### src/rtl/instr_encoder_pkg.sv
// Shared definitions for the instruction encoder: request kinds, MIPS opcode/funct
// values, FSM state codes and word-packing helpers.
package instr_encoder_pkg;

    typedef enum logic [3:0] {
        K_ADD  = 4'd0,
        K_SUB  = 4'd1,
        K_AND  = 4'd2,
        K_OR   = 4'd3,
        K_SLT  = 4'd4,
        K_LW   = 4'd5,
        K_SW   = 4'd6,
        K_BEQ  = 4'd7,
        K_ADDI = 4'd8,
        K_LUI  = 4'd9,
        K_ORI  = 4'd10,
        K_J    = 4'd11
    } kind_e;

    localparam logic [5:0] OP_RTYPE = 6'h00;
    localparam logic [5:0] OP_LW    = 6'h23;
    localparam logic [5:0] OP_SW    = 6'h2B;
    localparam logic [5:0] OP_BEQ   = 6'h04;
    localparam logic [5:0] OP_ADDI  = 6'h08;
    localparam logic [5:0] OP_LUI   = 6'h0F;
    localparam logic [5:0] OP_ORI   = 6'h0D;
    localparam logic [5:0] OP_J     = 6'h02;

    localparam logic [5:0] FN_ADD = 6'h20;
    localparam logic [5:0] FN_SUB = 6'h22;
    localparam logic [5:0] FN_AND = 6'h24;
    localparam logic [5:0] FN_OR  = 6'h25;
    localparam logic [5:0] FN_SLT = 6'h2A;

    localparam logic [1:0] ST_LOAD = 2'd0;
`ifdef INSTR_ENCODER_NOP_PAD_EN
    localparam logic [1:0] ST_PAD  = 2'd1;
`endif
    localparam logic [1:0] ST_FULL = 2'd2;

    function automatic logic [31:0] r_word(input logic [4:0] rs, input logic [4:0] rt,
                                           input logic [4:0] rd, input logic [5:0] funct);
        return {OP_RTYPE, rs, rt, rd, 5'd0, funct};
    endfunction

    function automatic logic [31:0] i_word(input logic [5:0] op, input logic [4:0] rs,
                                           input logic [4:0] rt, input logic [15:0] imm);
        return {op, rs, rt, imm};
    endfunction

endpackage

### src/rtl/instr_encoder_if.sv
// Request handshake and instruction-memory write bus for the instruction encoder.
interface instr_encoder_if #(
    parameter int ADDR_W = 6
);
    logic              in_valid;
    logic              in_ready;
    logic [3:0]        in_kind;
    logic [4:0]        in_rs;
    logic [4:0]        in_rt;
    logic [4:0]        in_rd;
    logic [15:0]       in_imm;
    logic [25:0]       in_target;
    logic              we;
    logic [ADDR_W-1:0] waddr;
    logic [31:0]       wdata;

    modport master (
        output in_valid, in_kind, in_rs, in_rt, in_rd, in_imm, in_target,
        input  in_ready, we, waddr, wdata
    );

    modport slave (
        input  in_valid, in_kind, in_rs, in_rt, in_rd, in_imm, in_target,
        output in_ready, we, waddr, wdata
    );
endinterface

### src/rtl/instr_encoder_pack.sv
// Combinational packer: symbolic request fields -> 32-bit MIPS word plus a legal flag.
module instr_pack
    import instr_encoder_pkg::*;
(
    input  logic [3:0]  kind,
    input  logic [4:0]  rs,
    input  logic [4:0]  rt,
    input  logic [4:0]  rd,
    input  logic [15:0] imm,
    input  logic [25:0] target,
    output logic [31:0] word,
    output logic        legal
);
    always_comb begin
        word  = '0;
        legal = 1'b1;
        case (kind)
            K_ADD:   word = r_word(rs, rt, rd, FN_ADD);
            K_SUB:   word = r_word(rs, rt, rd, FN_SUB);
            K_AND:   word = r_word(rs, rt, rd, FN_AND);
            K_OR:    word = r_word(rs, rt, rd, FN_OR);
            K_SLT:   word = r_word(rs, rt, rd, FN_SLT);
            K_LW:    word = i_word(OP_LW, rs, rt, imm);
            K_SW:    word = i_word(OP_SW, rs, rt, imm);
            K_BEQ:   word = i_word(OP_BEQ, rs, rt, imm);
            K_ADDI:  word = i_word(OP_ADDI, rs, rt, imm);
            K_LUI:   word = i_word(OP_LUI, 5'd0, rt, imm);
            K_ORI:   word = i_word(OP_ORI, rs, rt, imm);
            K_J:     word = {OP_J, target};
            default: legal = 1'b0;
        endcase
    end
endmodule

### src/rtl/instr_encoder.sv
// Instruction encoder: accepts symbolic requests and streams packed words into imem.
// Optional NOP padding to the end of memory on seal: INSTR_ENCODER_NOP_PAD_EN.
module instr_encoder
    import instr_encoder_pkg::*;
#(
    parameter int ADDR_W = 6
) (
    input  logic            clk,
    input  logic            reset,
    input  logic            clear,
    input  logic            seal,
    instr_encoder_if.slave  bus,
    output logic [ADDR_W:0] count,
    output logic            full,
    output logic            err
);
    localparam int unsigned     DEPTH    = 1 << ADDR_W;
    localparam logic [ADDR_W:0] LAST_CNT = (ADDR_W + 1)'(DEPTH - 1);

    logic [1:0]        state;
    logic              we_q;
    logic [ADDR_W-1:0] waddr_q;
    logic [31:0]       wdata_q;
    logic [31:0]       word;
    logic              legal;
    logic              accept;
    logic              last;

    instr_pack u_pack (
        .kind   (bus.in_kind),
        .rs     (bus.in_rs),
        .rt     (bus.in_rt),
        .rd     (bus.in_rd),
        .imm    (bus.in_imm),
        .target (bus.in_target),
        .word   (word),
        .legal  (legal)
    );

    assign bus.in_ready = (state == ST_LOAD) && !full && !clear;
    assign accept       = bus.in_valid && bus.in_ready;
    // The write in progress is the final one when count is one short of DEPTH.
    assign last         = (count == LAST_CNT);
    assign bus.we       = we_q;
    assign bus.waddr    = waddr_q;
    assign bus.wdata    = wdata_q;

`ifdef INSTR_ENCODER_NOP_PAD_EN
    logic seal_go;
    assign seal_go = seal && (state == ST_LOAD) && !full;
`else
    logic seal_unused;
    assign seal_unused = seal;
`endif

    always_ff @(posedge clk) begin
        if (reset || clear) begin
            state   <= ST_LOAD;
            we_q    <= 1'b0;
            waddr_q <= '0;
            wdata_q <= '0;
            count   <= '0;
            full    <= 1'b0;
            err     <= 1'b0;
        end else begin
            we_q <= 1'b0;
            case (state)
                ST_LOAD: begin
                    if (accept) begin
                        if (legal) begin
                            we_q    <= 1'b1;
                            waddr_q <= count[ADDR_W-1:0];
                            wdata_q <= word;
                            count   <= count + 1'b1;
                            if (last) begin
                                full  <= 1'b1;
                                state <= ST_FULL;
                            end
                        end else begin
                            err <= 1'b1;
                        end
                    end
`ifdef INSTR_ENCODER_NOP_PAD_EN
                    // A coincident request is written first; padding resumes after it.
                    if (seal_go && !(accept && legal && last))
                        state <= ST_PAD;
`endif
                end
`ifdef INSTR_ENCODER_NOP_PAD_EN
                ST_PAD: begin
                    we_q    <= 1'b1;
                    waddr_q <= count[ADDR_W-1:0];
                    wdata_q <= '0;
                    count   <= count + 1'b1;
                    if (last) begin
                        full  <= 1'b1;
                        state <= ST_FULL;
                    end
                end
`endif
                ST_FULL: begin
                    state <= ST_FULL;
                end
                default: state <= ST_LOAD;
            endcase
        end
    end
endmodule

### src/flat_wrapper.sv
// flat-port wrapper written by rule: the top's interface ports become plain ports
module instr_encoder_flat import instr_encoder_pkg::*;
#(
    parameter int ADDR_W = 6
)
  (clk, reset, clear, seal, count, full, err, bus_in_valid, bus_in_kind, bus_in_rs, bus_in_rt, bus_in_rd, bus_in_imm, bus_in_target, bus_in_ready, bus_we, bus_waddr, bus_wdata);
  instr_encoder_if #(.ADDR_W(ADDR_W)) bus_i ();
  input  logic clk;
  input  logic reset;
  input  logic clear;
  input  logic seal;
  output logic [ADDR_W:0] count;
  output logic full;
  output logic err;
  input wire logic [$bits(bus_i.in_valid)-1:0] bus_in_valid;
  input wire logic [$bits(bus_i.in_kind)-1:0] bus_in_kind;
  input wire logic [$bits(bus_i.in_rs)-1:0] bus_in_rs;
  input wire logic [$bits(bus_i.in_rt)-1:0] bus_in_rt;
  input wire logic [$bits(bus_i.in_rd)-1:0] bus_in_rd;
  input wire logic [$bits(bus_i.in_imm)-1:0] bus_in_imm;
  input wire logic [$bits(bus_i.in_target)-1:0] bus_in_target;
  output wire logic [$bits(bus_i.in_ready)-1:0] bus_in_ready;
  output wire logic [$bits(bus_i.we)-1:0] bus_we;
  output wire logic [$bits(bus_i.waddr)-1:0] bus_waddr;
  output wire logic [$bits(bus_i.wdata)-1:0] bus_wdata;
  assign bus_i.in_valid = bus_in_valid;
  assign bus_i.in_kind = bus_in_kind;
  assign bus_i.in_rs = bus_in_rs;
  assign bus_i.in_rt = bus_in_rt;
  assign bus_i.in_rd = bus_in_rd;
  assign bus_i.in_imm = bus_in_imm;
  assign bus_i.in_target = bus_in_target;
  assign bus_in_ready = bus_i.in_ready;
  assign bus_we = bus_i.we;
  assign bus_waddr = bus_i.waddr;
  assign bus_wdata = bus_i.wdata;
  instr_encoder #(.ADDR_W(ADDR_W)) u_core (.clk(clk), .reset(reset), .clear(clear), .seal(seal), .bus(bus_i), .count(count), .full(full), .err(err));
endmodule
### config.mk
export PLATFORM = sky130hd
export DESIGN_NAME = instr_encoder_flat
export DESIGN_NICKNAME = d
export VERILOG_FILES = /design/src/rtl/instr_encoder_pkg.sv /design/src/rtl/instr_encoder_if.sv /design/src/rtl/instr_encoder_pack.sv /design/src/rtl/instr_encoder.sv /design/src/flat_wrapper.sv
export SDC_FILE = /design/constraint.sdc
export NUM_CORES = 1
export LEC_CHECK = 0
export CAP_MARGIN = 0
export CORE_UTILIZATION = 44
export DETAILED_ROUTE_END_ITERATION = 6
export DONT_BUFFER_PORTS = 1
export HOLD_SLACK_MARGIN = 0.08
export MAX_ROUTING_LAYER = met4
export PLACE_DENSITY = 0.56
export REMOVE_ABC_BUFFERS = 1
export SLEW_MARGIN = 20
export SYNTH_ARGS = -nofsm -noshare
export SYNTH_HDL_FRONTEND = slang
export SYNTH_HIERARCHICAL = 1
export SYNTH_SLANG_ARGS = --single-unit
### constraint.sdc
create_clock -name clk -period 1.9 [get_ports clk]
set_input_delay 0.095 -clock clk [delete_from_list [all_inputs] [get_ports clk]]
set_output_delay 0.095 -clock clk [all_outputs]
set_load 0.01 [all_outputs]
==> results by group, run 1 <==
Clock network
  – H-tree level count: 2
  – CTS tree: built
  – Clock Path Buffers: 2
  – Cts bufs inserted: 5
  – CTS sink count: 49
  – Skew-Pair Late Insertion Delay: 0.31 ns
  – Clock transition at the registers of the reported paths: 0.10 ns
  – Setup Fix Bufs, Post-CTS: 0
  – Root Buffer: clkbuf_8

Power and ir drop
  – Internal: 1.46 mW
  – Max VDD drop: 0.000262 V
  – Comb pwr share: 0.142
  – Net switching power: 0.531 mW
  – Reg power frac: 0.529
  – Clock Power Share: 0.328
  – Leakage Power: 0.928 nW
  – Power Dens Cells: between 600 and 700 mW/mm^2
  – Switching share of power: 0.267
  – Total power: 1.99 mW

Timing
  – RSZ-0062 raised after global routing: false
  – Fin. Hold Viols: 0
  – Final setup fails: 0
  – Post-layout minimum cycle time: 1.82 ns
  – Worst Max-Slew Pin Slew: 0.918 ns
  – Final period util: 0.958
  – Clock Skew: 0.0116 ns
  – Worst rel slew slack: 0.388
  – Fmax: roughly 550 MHz
  – Worst setup margin: 0.0800 ns
  – Final slew viol count: 0

GRT
  – Vias in the first global route: 2151
  – Grt ovf: 0
  – GRT Util Overall: 0.227
  – Largest net degree at the start of global routing: 55
  – First-pass GRT wire length: 10.8 mm
  – Initial antenna violation count: 0

Finish
  – Area Growth Syn to Fin: 11.4%
  – Layout Nets: 393
  – Antenna cells: 0
  – Layout cells sized above 1: 0.0673
  – Multi-input logic area: ~0.0014 sq mm
  – Reg area: 981 sq um
  – Filler cells: about 530

Place
  – Post-place setup slack: 0.180 ns
  – Gpl congestion: 0.848
  – Port bufs: 0
  – DP Wirelength: 4.32 mm

Setup path
  – Required time worst endpoint: 1.80 ns
  – CP max FO: 54
  – Reg2reg path depth: 4
  – Arrival @ worst endpoint: 1.73 ns
  – Critical path capture point type: output pin
  – Setup Crit Path Kind: reg -> out
  – Setup crit start kind: register

Floorplanning
  – Initial core utilization: 0.460
  – I/O Pins: between 100 and 150
  – # rows: 27
  – Die area: 0.00610 sq mm
  – Core area: 0.00554 sq mm
  – Die X: 78.1 um
  – Die height: 78.1 um

Status
  – Status: finished clean

Synthesis
  – Synth area leaders: dfxtp_1 38%, a21oi_1 9.4%, o21ai_0 9.0%, nand3_1 8.8%, a22o_1 4.8%
  – Post-Synthesis Cells: 327
  – Synth async-reset ratio: 0
  – Number of synthesized flops with an enable pin: 0
  – Sequential-to-total area share from yosys stat: 0.385
  – Average size of a mapped cell: 7.80 sq um
  – Top cells by count, synth: 49 x dfxtp_1, 48 x a21oi_1, 46 x o21ai_0
  – Cell with the most instances after synthesis: dfxtp_1
  – Synth Flop Type: dfxtp_1
  – Yosys warns: 6
  – Top cell type by total area after synthesis: dfxtp_1
  – Mapped cell area: 0.00255 sq mm
  – Netlist cell types: 44
  – Post-synth top area share: 0.385
  – Register bit total from synthesis: 49

Routing
  – Total Wirelength: 6.73 mm
  – Routed Antenna Nets: 0
  – Number of remaining DRC errors: 0
  – Iteration-0 DRC Markers: 123
  – DR WL/cell: approximately 17 um
  – Drt pass-1 iters: 4
  – Number of vias per cell: 6.13
  – Vias: 2444

Run
  – Max-cap violation count: 0

Min path
  – Hold Crit Class: in -> reg
  – WHS Path Cells: 3
==> critical path, stage by stage, from the launching register on <==
cell and delay, ns:
dfxtp_1 0.37, or3_1 0.41, buf_12 0.20, clkinvlp_4 0.14, buf_12 0.15, buf_4 0.13
==> placed cells by master (no fill, tap or decap), drive strengths merged, types with 8 or more instances in the layout <==
cell,synthesis,final
dlygate4sd3,0,16
a21oi,48,48
a22o,14,14
o21ai,55,55
nand2,10,10
dfxtp,49,49
nand3,45,45
buf,15,9
nor2,8,8
==> through the flow <==
step | instances | util | area (sq um) | hold slack, ns | TNS (ns)
final | 399 | 0.513 | 2840 | 0.0929 | 0
after global placement | 374 | 0.459 | 2540 | 0.269 | 0
after detailed placement | 374 | 0.459 | 2540 | 0.271 | 0
after floorplan | 293 | - | 2370 | 0.259 | -14.22
after CTS | 398 | 0.506 | 2800 | 0.0844 | 0
after global routing | 399 | 0.513 | 2840 | 0.104 | 0
==> flip-flops by register name, summed over array words and instances (netlist names) <==
name,cells
u_core/bus.wdata,32
u_core/bus.we,1
u_core/err,1
u_core/state,1
u_core/count,7
u_core/full,1
u_core/bus.waddr,6
==> power by group through the flow <==
stage	logic (mW)	registers (mW)	clock network [mW]
4_1_cts	0.272	1.05	0.671
5_1_grt	0.316	1.05	0.713
3_5_place_dp	0.239	1.08	0
3_3_place_gp	0.241	1.08	0
6_report	0.283	1.05	0.652
2_1_floorplan	0.169	1.07	0
==> layout make-up <==
cell class / count / share of cell area
Multi-Input combinational cell: 237 / 0.481
Sequential cell: 49 / 0.345
Timing Repair Buffer: 26 / 0.0978
Tap cell: 72 / 0.0317
Clock buffer: 6 / 0.0291
Inverter: 7 / 0.0106
Clock inverter: 2 / 0.00484
==> per-layer routing <==
metal | up-vias | part of all wire | wire (um) | global-route usage
met5 | - | 0 | 0 | -
li1 | 1206 | - | - | -
met2 | 87 | 0.46 | 3120 | 0.355
met3 | 8 | 0.081 | 544 | 0.0523
met1 | 1143 | 0.44 | 3000 | 0.293
met4 | 0 | 0.010 | 69 | 0.0630
==> kinds of logic after synthesis <==
family          after synthesis  synth area share
compound gates              141             0.331
xor+xnor                      1           0.00344
fa+ha+maj                     1           0.00491
buf+inv                      41            0.0795
flops                        49             0.385
mux                           1           0.00393
other cells                   1           0.00147
simple gates                 92             0.191
==> what timing repair did <==
item | in CTS | in global routing
setup endpoints to repair | 1 | 1
cloned | 0 | 1
gates resized for setup | 1 | 3
endpoints found under the hold margin | 11 | 0
hold buffers | 16 | 0
==> final timing paths <==
check	from	to	slack, ns
hold reg to reg	u_core/state[1]	u_core/state[1]	0.50
setup reg to reg	u_core/full	u_core/count[3]	0.15
setup / recovery	u_core/full	bus_in_ready	0.08
hold / removal	bus_in_rt[0]	u_core/bus.wdata[16]	0.09
(Power assumes the default switching activity.)
==> inputs of run 2 (changes only) <==
- CTS_BUF_LIST: not set -> sky130_fd_sc_hd__clkbuf_16
- clock period: 1.9 -> 2.12 ns (I/O delays scaled with it)
==> run 2 against run 1 <==
Global-route usage decreased by 0.32 points. Combinational power fell by 20%. Flip-flop and latch count unchanged. Power is 1.4% lower. Critical path type unchanged. Largest power group unchanged. Clock-buffer cell count decreased by 1. Clock power increased by 21%. Design area fell by 3.5%.
==> results by group, run 2 (synthesized netlist as in run 1, its figures left out) <==
Clock network
  – CTS tree: built
  – Root Buffer: clkbuf_16
  – Setup Fix Bufs, Post-CTS: 0
  – Clock Path Buffers: 2
  – Cts bufs inserted: 5
  – Clock transition at the registers of the reported paths: 0.07 ns
  – H-tree level count: 2
  – Skew-Pair Late Insertion Delay: 0.28 ns
  – CTS sink count: 49

Min path
  – Worst Min Path Start: bus_in_rs[0]
  – Hold Crit Class: in -> reg
  – WHS Path Cells: 4
  – WHS Endpoint: u_core/bus.wdata[21]

Run
  – Max-cap violation count: 0

Setup path
  – Critical path capture point type: output pin
  – Endpoint of the worst-slack reg-to-reg timing path: u_core/count[5]
  – R2r setup slk: 0.32 ns
  – Required time worst endpoint: 2.01 ns
  – Setup Crit Path Kind: reg -> out
  – Slowest-stage cell, CP: dfxtp_1
  – Max stage delay on crit path: 0.36 ns
  – Setup crit start kind: register
  – Top cell by count, worst path: buf_4
  – Arrival @ worst endpoint: 1.85 ns
  – CP max FO: 54
  – Worst path cell trace: or3_1 -> buf_4 -> inv_1 -> buf_6 -> buf_4
  – Reg2reg start: u_core/full
  – Reg2reg path depth: 4

Floorplanning
  – Die X: 78.1 um
  – Die height: 78.1 um
  – Initial core utilization: 0.460
  – Core area: around 0.0055 sq mm
  – Die area: 0.00610 sq mm
  – # rows: 27
  – I/O Pins: 115

GRT
  – Grt ovf: 0
  – Initial antenna violation count: 0
  – GRT Util Overall: 0.224
  – Vias in the first global route: ~2100
  – Largest net degree at the start of global routing: 55
  – First-pass GRT wire length: between 10 and 15 mm

Finish
  – Final Cell Area: 0.00274 sq mm
  – Max reg flops: 32
  – Layout Nets: 382
  – Multi-input logic area: ~0.0014 sq mm
  – Most frequent cells in the layout: 49 x dfxtp_1, 48 x a21oi_1, 46 x o21ai_0
  – Area Growth Syn to Fin: 7.51%
  – Layout cells sized above 1: 0.0633
  – Antenna cells: 0
  – Commonest non-fill, non-tap cell in the layout: dfxtp_1
  – Filler cells: 552
  – Reg area: 981 sq um

Routing
  – Routed Antenna Nets: 0
  – Number of vias per cell: 6.21
  – DR WL/cell: between 15 and 20 um
  – Number of remaining DRC errors: 0
  – Drt pass-1 iters: 4
  – Vias: between 2000 and 2500
  – Iteration-0 DRC Markers: around 190
  – Total Wirelength: 6.65 mm

Timing
  – Worst rel slew slack: 0.354
  – Clock Skew: 0.00400 ns
  – Fmax: 511 MHz
  – Post-layout minimum cycle time: roughly 2 ns
  – RSZ-0062 raised after global routing: false
  – Worst setup margin: between 0.15 and 0.2 ns
  – Final slew viol count: 0
  – Final period util: 0.922
  – Final setup fails: 0
  – Worst Max-Slew Pin Slew: 0.969 ns
  – Fin. Hold Viols: 0

Power and ir drop
  – Leakage Power: between 0.8 and 0.9 nW
  – Power Dens Cells: just over 700 mW/mm^2
  – Max VDD drop: 0.000312 V

Place
  – Port bufs: 0
  – Gpl congestion: 0.829
  – DP Wirelength: 4.29 mm
  – Post-place setup slack: 0.356 ns
  – DP Area: ~0.0025 sq mm

Status
  – Status: finished clean
-- run 2: cell types whose count changed in the layout (fill, tap and decap cells not counted) --
cell / previous run / this run
clkbuf_16: 1 / 5
dlygate4sd3_1: 16 / 6
clkbuf_8: 6 / 0
buf_6: 0 / 1
buf_4: 7 / 8
buf_12: 2 / 0
inv_6: 0 / 1
clkinv_4: 1 / 0
inv_1: 6 / 7
-- run 2: layer usage --
layer / global-route usage / wire length [um] / vias to the layer above
met1: 0.290 / 2940 / 1125
met2: 0.344 / 3080 / 98
met5: - / 0 / -
li1: - / - / 1180
met4: 0.0500 / 58 / 0
met3: 0.0663 / 570 / 6
-- run 2: layout make-up --
| cell class | instances | share of cell area |
|---|---|---|
| Clock inverter | 3 | 0.00776 |
| Timing Repair Buffer | 15 | 0.0479 |
| Clock buffer | 5 | 0.0456 |
| Sequential cell | 49 | 0.358 |
| Multi-Input combinational cell | 237 | 0.498 |
| Inverter | 7 | 0.00958 |
| Tap cell | 72 | 0.0329 |
-- run 2: stage by stage --
step           hold WS, ns  TNS [ns]  cells   util  total power [mW]
6_report            0.0863         0    388  0.495              1.96
5_1_grt             0.0959         0    388  0.495              2.05
4_1_cts             0.0813         0    388  0.494              1.97
3_5_place_dp         0.287         0    374  0.457              1.18
3_3_place_gp         0.280         0    374  0.457              1.18
2_1_floorplan        0.270     -5.78    293      -              1.11
-- run 2: worst max path at each step --
| stage | from | end | slack, ns | cells past startpoint |
|---|---|---|---|---|
| after floorplan | u_core/full | u_core/bus.waddr[0] | -0.15 | 4 |
| after global placement | u_core/full | u_core/bus.wdata[22] | 0.36 | 6 |
| after detailed placement | u_core/full | u_core/count[6] | 0.36 | 4 |
| after CTS | u_core/full | bus_in_ready | 0.11 | 5 |
| after global routing | u_core/full | bus_in_ready | 0.06 | 5 |
| final | u_core/full | bus_in_ready | 0.16 | 5 |
-- run 2: critical path: cells and delay by family, from the launching register on --
family / cells / cell delay [ns]
AND/OR/NAND/NOR: 1 / 0.36
flip-flops: 1 / 0.36
buffers and inverters: 4 / 0.83
-- run 2: power by group --
group / switching, mW / internal (mW) / leakage [nW] / total (mW)
Combinational: 0.140 / 0.0858 / 0.420 / 0.225
Sequential: 0.0120 / 0.931 / 0.395 / 0.943
Clock: 0.351 / 0.439 / 0.0702 / 0.790
-- run 2: timing repair --
| item | CTS | global route |
|---|---|---|
| gates resized for setup | 0 | 1 |
| hold endpoints to repair | 9 | 0 |
| hold buffers | 6 | 0 |
| setup endpoints to repair | 0 | 1 |
==> inputs of run 3 (changes only) <==
- SYNTH_HIERARCHICAL: 1 -> not set
- clock period: 2.12 -> 2 ns (I/O delays scaled with it)
==> run 3 against run 2 <==
Clock power up 18%. Synthesized cell count down 12%. Register-to-register slack about the same. Critical path depth unchanged. Utilization up 8.7 points. Die area down 6.6%. Via count down 6.0%. Wire length down 0.47%. Worst setup slack better by 0.15 ns. Non-clock buffer count up 37. Final cell count up 1.3%. Global-route usage up 2.0 points.
==> results by group, run 3 <==
Synthesis
  – Simple-Gate Fraction of Synth Area: 0.183
  – Mapped cell area: 0.00238 sq mm
  – Top cell type by total area after synthesis: dfxtp_1
  – Cell with the most instances after synthesis: dfxtp_1
  – Number of synthesized flops with an enable pin: 0
  – Synth Flop Type: dfxtp_1
  – Synth async-reset ratio: 0
  – Compound-Gate Fraction of Synth Area: 0.302
  – Yosys warns: 0
  – Post-Synth Adder-Cell Area: 0.00526
  – Synth area leaders: dfxtp_1 40%, a21oi_1 9.5%, o21ai_0 5.3%, nand2_1 4.7%, nor2_1 3.6%
  – Average size of a mapped cell: 8.23 sq um
  – Largest family of logic cells by synthesized area: compound AO/OA/AOI/OAI gates
  – Sequential-to-total area share from yosys stat: 0.404
  – Top cells by count, synth: 48 x dfxtp_1, 45 x a21oi_1, 30 x nand2_1
  – Mux share of post-synthesis cell area: 0.00895
  – Register bit total from synthesis: 48
  – Post-Synthesis Cells: 289
  – Post-synth top area share: 0.404
  – Netlist cell types: 50
  – Post-Synth XOR/XNOR Area: 0.0258

Routing
  – Vias: approximately 2300
  – Routed Antenna Nets: 0
  – Number of vias per cell: 5.76
  – DR WL/cell: 16.8 um
  – Number of remaining DRC errors: 0
  – Total Wirelength: 6.61 mm
  – Drt pass-1 iters: 4
  – Iteration-0 DRC Markers: approximately 110

Finish
  – Most frequent cells in the layout: 48 x dfxtp_1, 45 x a21oi_1, 42 x dlygate4sd3_1
  – Area Growth Syn to Fin: 25.8%
  – Antenna cells: 0
  – Commonest non-fill, non-tap cell in the layout: dfxtp_1
  – Final Cell Area: ~0.003 sq mm
  – Layout cells sized above 1: 0.0867
  – Reg area: 961 sq um
  – Max reg flops: 31
  – Multi-input logic area: between 0.001 and 0.0015 sq mm
  – Layout Nets: between 300 and 400
  – Filler cells: 504

Floorplanning
  – Die X: 75.5 um
  – Die height: 75.5 um
  – Initial core utilization: 0.463
  – # rows: 26
  – Core area: 0.00514 sq mm
  – Die area: 0.00570 sq mm
  – I/O Pins: 115

Min path
  – Hold Crit Class: in -> reg

Clock network
  – CTS sink count: 48
  – Cts bufs inserted: 5
  – Skew-Pair Late Insertion Delay: 0.29 ns
  – Clock transition at the registers of the reported paths: around 0.070 ns
  – H-tree level count: 2
  – CTS tree: built
  – Root Buffer: clkbuf_16
  – CTS resizes: 0
  – Clock Path Buffers: 2

GRT
  – Largest net degree at the start of global routing: 29
  – Initial antenna violation count: 0
  – Vias in the first global route: 2158
  – First-pass GRT wire length: ~10 mm
  – GRT Util Overall: 0.244
  – Grt ovf: 0

Setup path
  – Max stage delay on crit path: ~0.57 ns
  – Slowest-stage cell, CP: dlygate4sd3_1
  – Setup Crit Path Kind: reg -> reg
  – CP max FO: 4
  – Setup crit start kind: register
  – Arrival @ worst endpoint: about 1.9 ns
  – Critical path capture point type: register
  – Top Family by Delay on Critical Path: buffers and inverters
  – Required time worst endpoint: between 2 and 2.5 ns
  – Critical path buffer and inverter count: 2
  – Worst path cell trace: nor4b_4 -> buf_4 -> a31oi_1 -> dlygate4sd3_1 -> nor2_1

Timing
  – Worst rel slew slack: 0.594
  – Final slew viol count: 0
  – Fin. Hold Viols: 0
  – Worst Max-Slew Pin Slew: 0.604 ns
  – Final period util: 0.843
  – Fmax: 593 MHz
  – Clock Skew: 0.00791 ns
  – Post-layout minimum cycle time: between 1.5 and 2 ns
  – RSZ-0062 raised after global routing: false
  – Final setup fails: 0

Place
  – DP Area: around 0.0024 sq mm
  – Port bufs: 0
  – DP Wirelength: a little over 4 mm
  – Gpl congestion: 0.707

Status
  – Status: finished clean

Power and ir drop
  – Total power: 2.21 mW
  – Power Dens Cells: ~740 mW/mm^2
  – Max VDD drop: 0.000333 V
  – Leakage Power: 1.08 nW

Run
  – Max-cap violation count: 0
[run 3: what timing repair did]
item / CTS / global route
endpoints found under the hold margin: 29 / 0
buffers inserted: 0 / 0
hold buffers: 42 / 0
[run 3: path summary, 6_finish.rpt]
path	to	slack [ns]	startpoint	cells after the start
min	u_core.bus.wdata[18]	0.1	bus_in_target[18]	3
max	u_core.err	0.31	u_core.full	5
min reg2reg	u_core.bus.waddr[2]	0.50	u_core.bus.waddr[2]	2
max reg2reg	u_core.err	0.31	u_core.full	5
[run 3: layout make-up]
cell class / instances / area share
clock buffers: 5 / 0.0418
clock inverters: 3 / 0.0130
inverters: 4 / 0.00502
multi-input cells: 211 / 0.420
flip-flops and latches: 48 / 0.321
well taps: 70 / 0.0293
repair buffers: 52 / 0.170
[run 3: routing by layer]
layer / track usage / wire length (um) / up-vias
met3: 0.0569 / 425 / 6
met5: - / 0 / -
met2: 0.411 / 3230 / 83
met4: 0.0700 / 62 / 0
li1: - / - / 1118
met1: 0.291 / 2900 / 1057
[run 3: cells by family after synthesis]
family,after synthesis
other cells,1
compound gates,113
mux,2
flops,48
buf+inv,30
simple gates,87
fa+ha+maj,1
xor+xnor,7
[run 3: tightest hold or removal path, stage by stage]
cell,delay [ns]
a22o_1,0.10
nand2_1,0.05
a21oi_1,0.10
[run 3: power breakdown]
group / total (mW) / internal, mW / switching (mW)
combinational: 0.279 / 0.145 / 0.134
clock: 0.932 / 0.583 / 0.349
sequential: 0.997 / 0.975 / 0.0223
[run 3: through the flow]
| step | setup WS (ns) | util | setup TNS [ns] | cells | hold WS, ns |
|---|---|---|---|---|---|
| after floorplan | -0.239 | - | -5.56 | 263 | 0.247 |
| after global placement | 0.401 | 0.468 | 0 | 343 | 0.250 |
| after detailed placement | 0.391 | 0.468 | 0 | 343 | 0.249 |
| after CTS | 0.297 | 0.582 | 0 | 393 | 0.0959 |
| after global routing | 0.195 | 0.582 | 0 | 393 | 0.114 |
| final | 0.315 | 0.582 | 0 | 393 | 0.0961 |
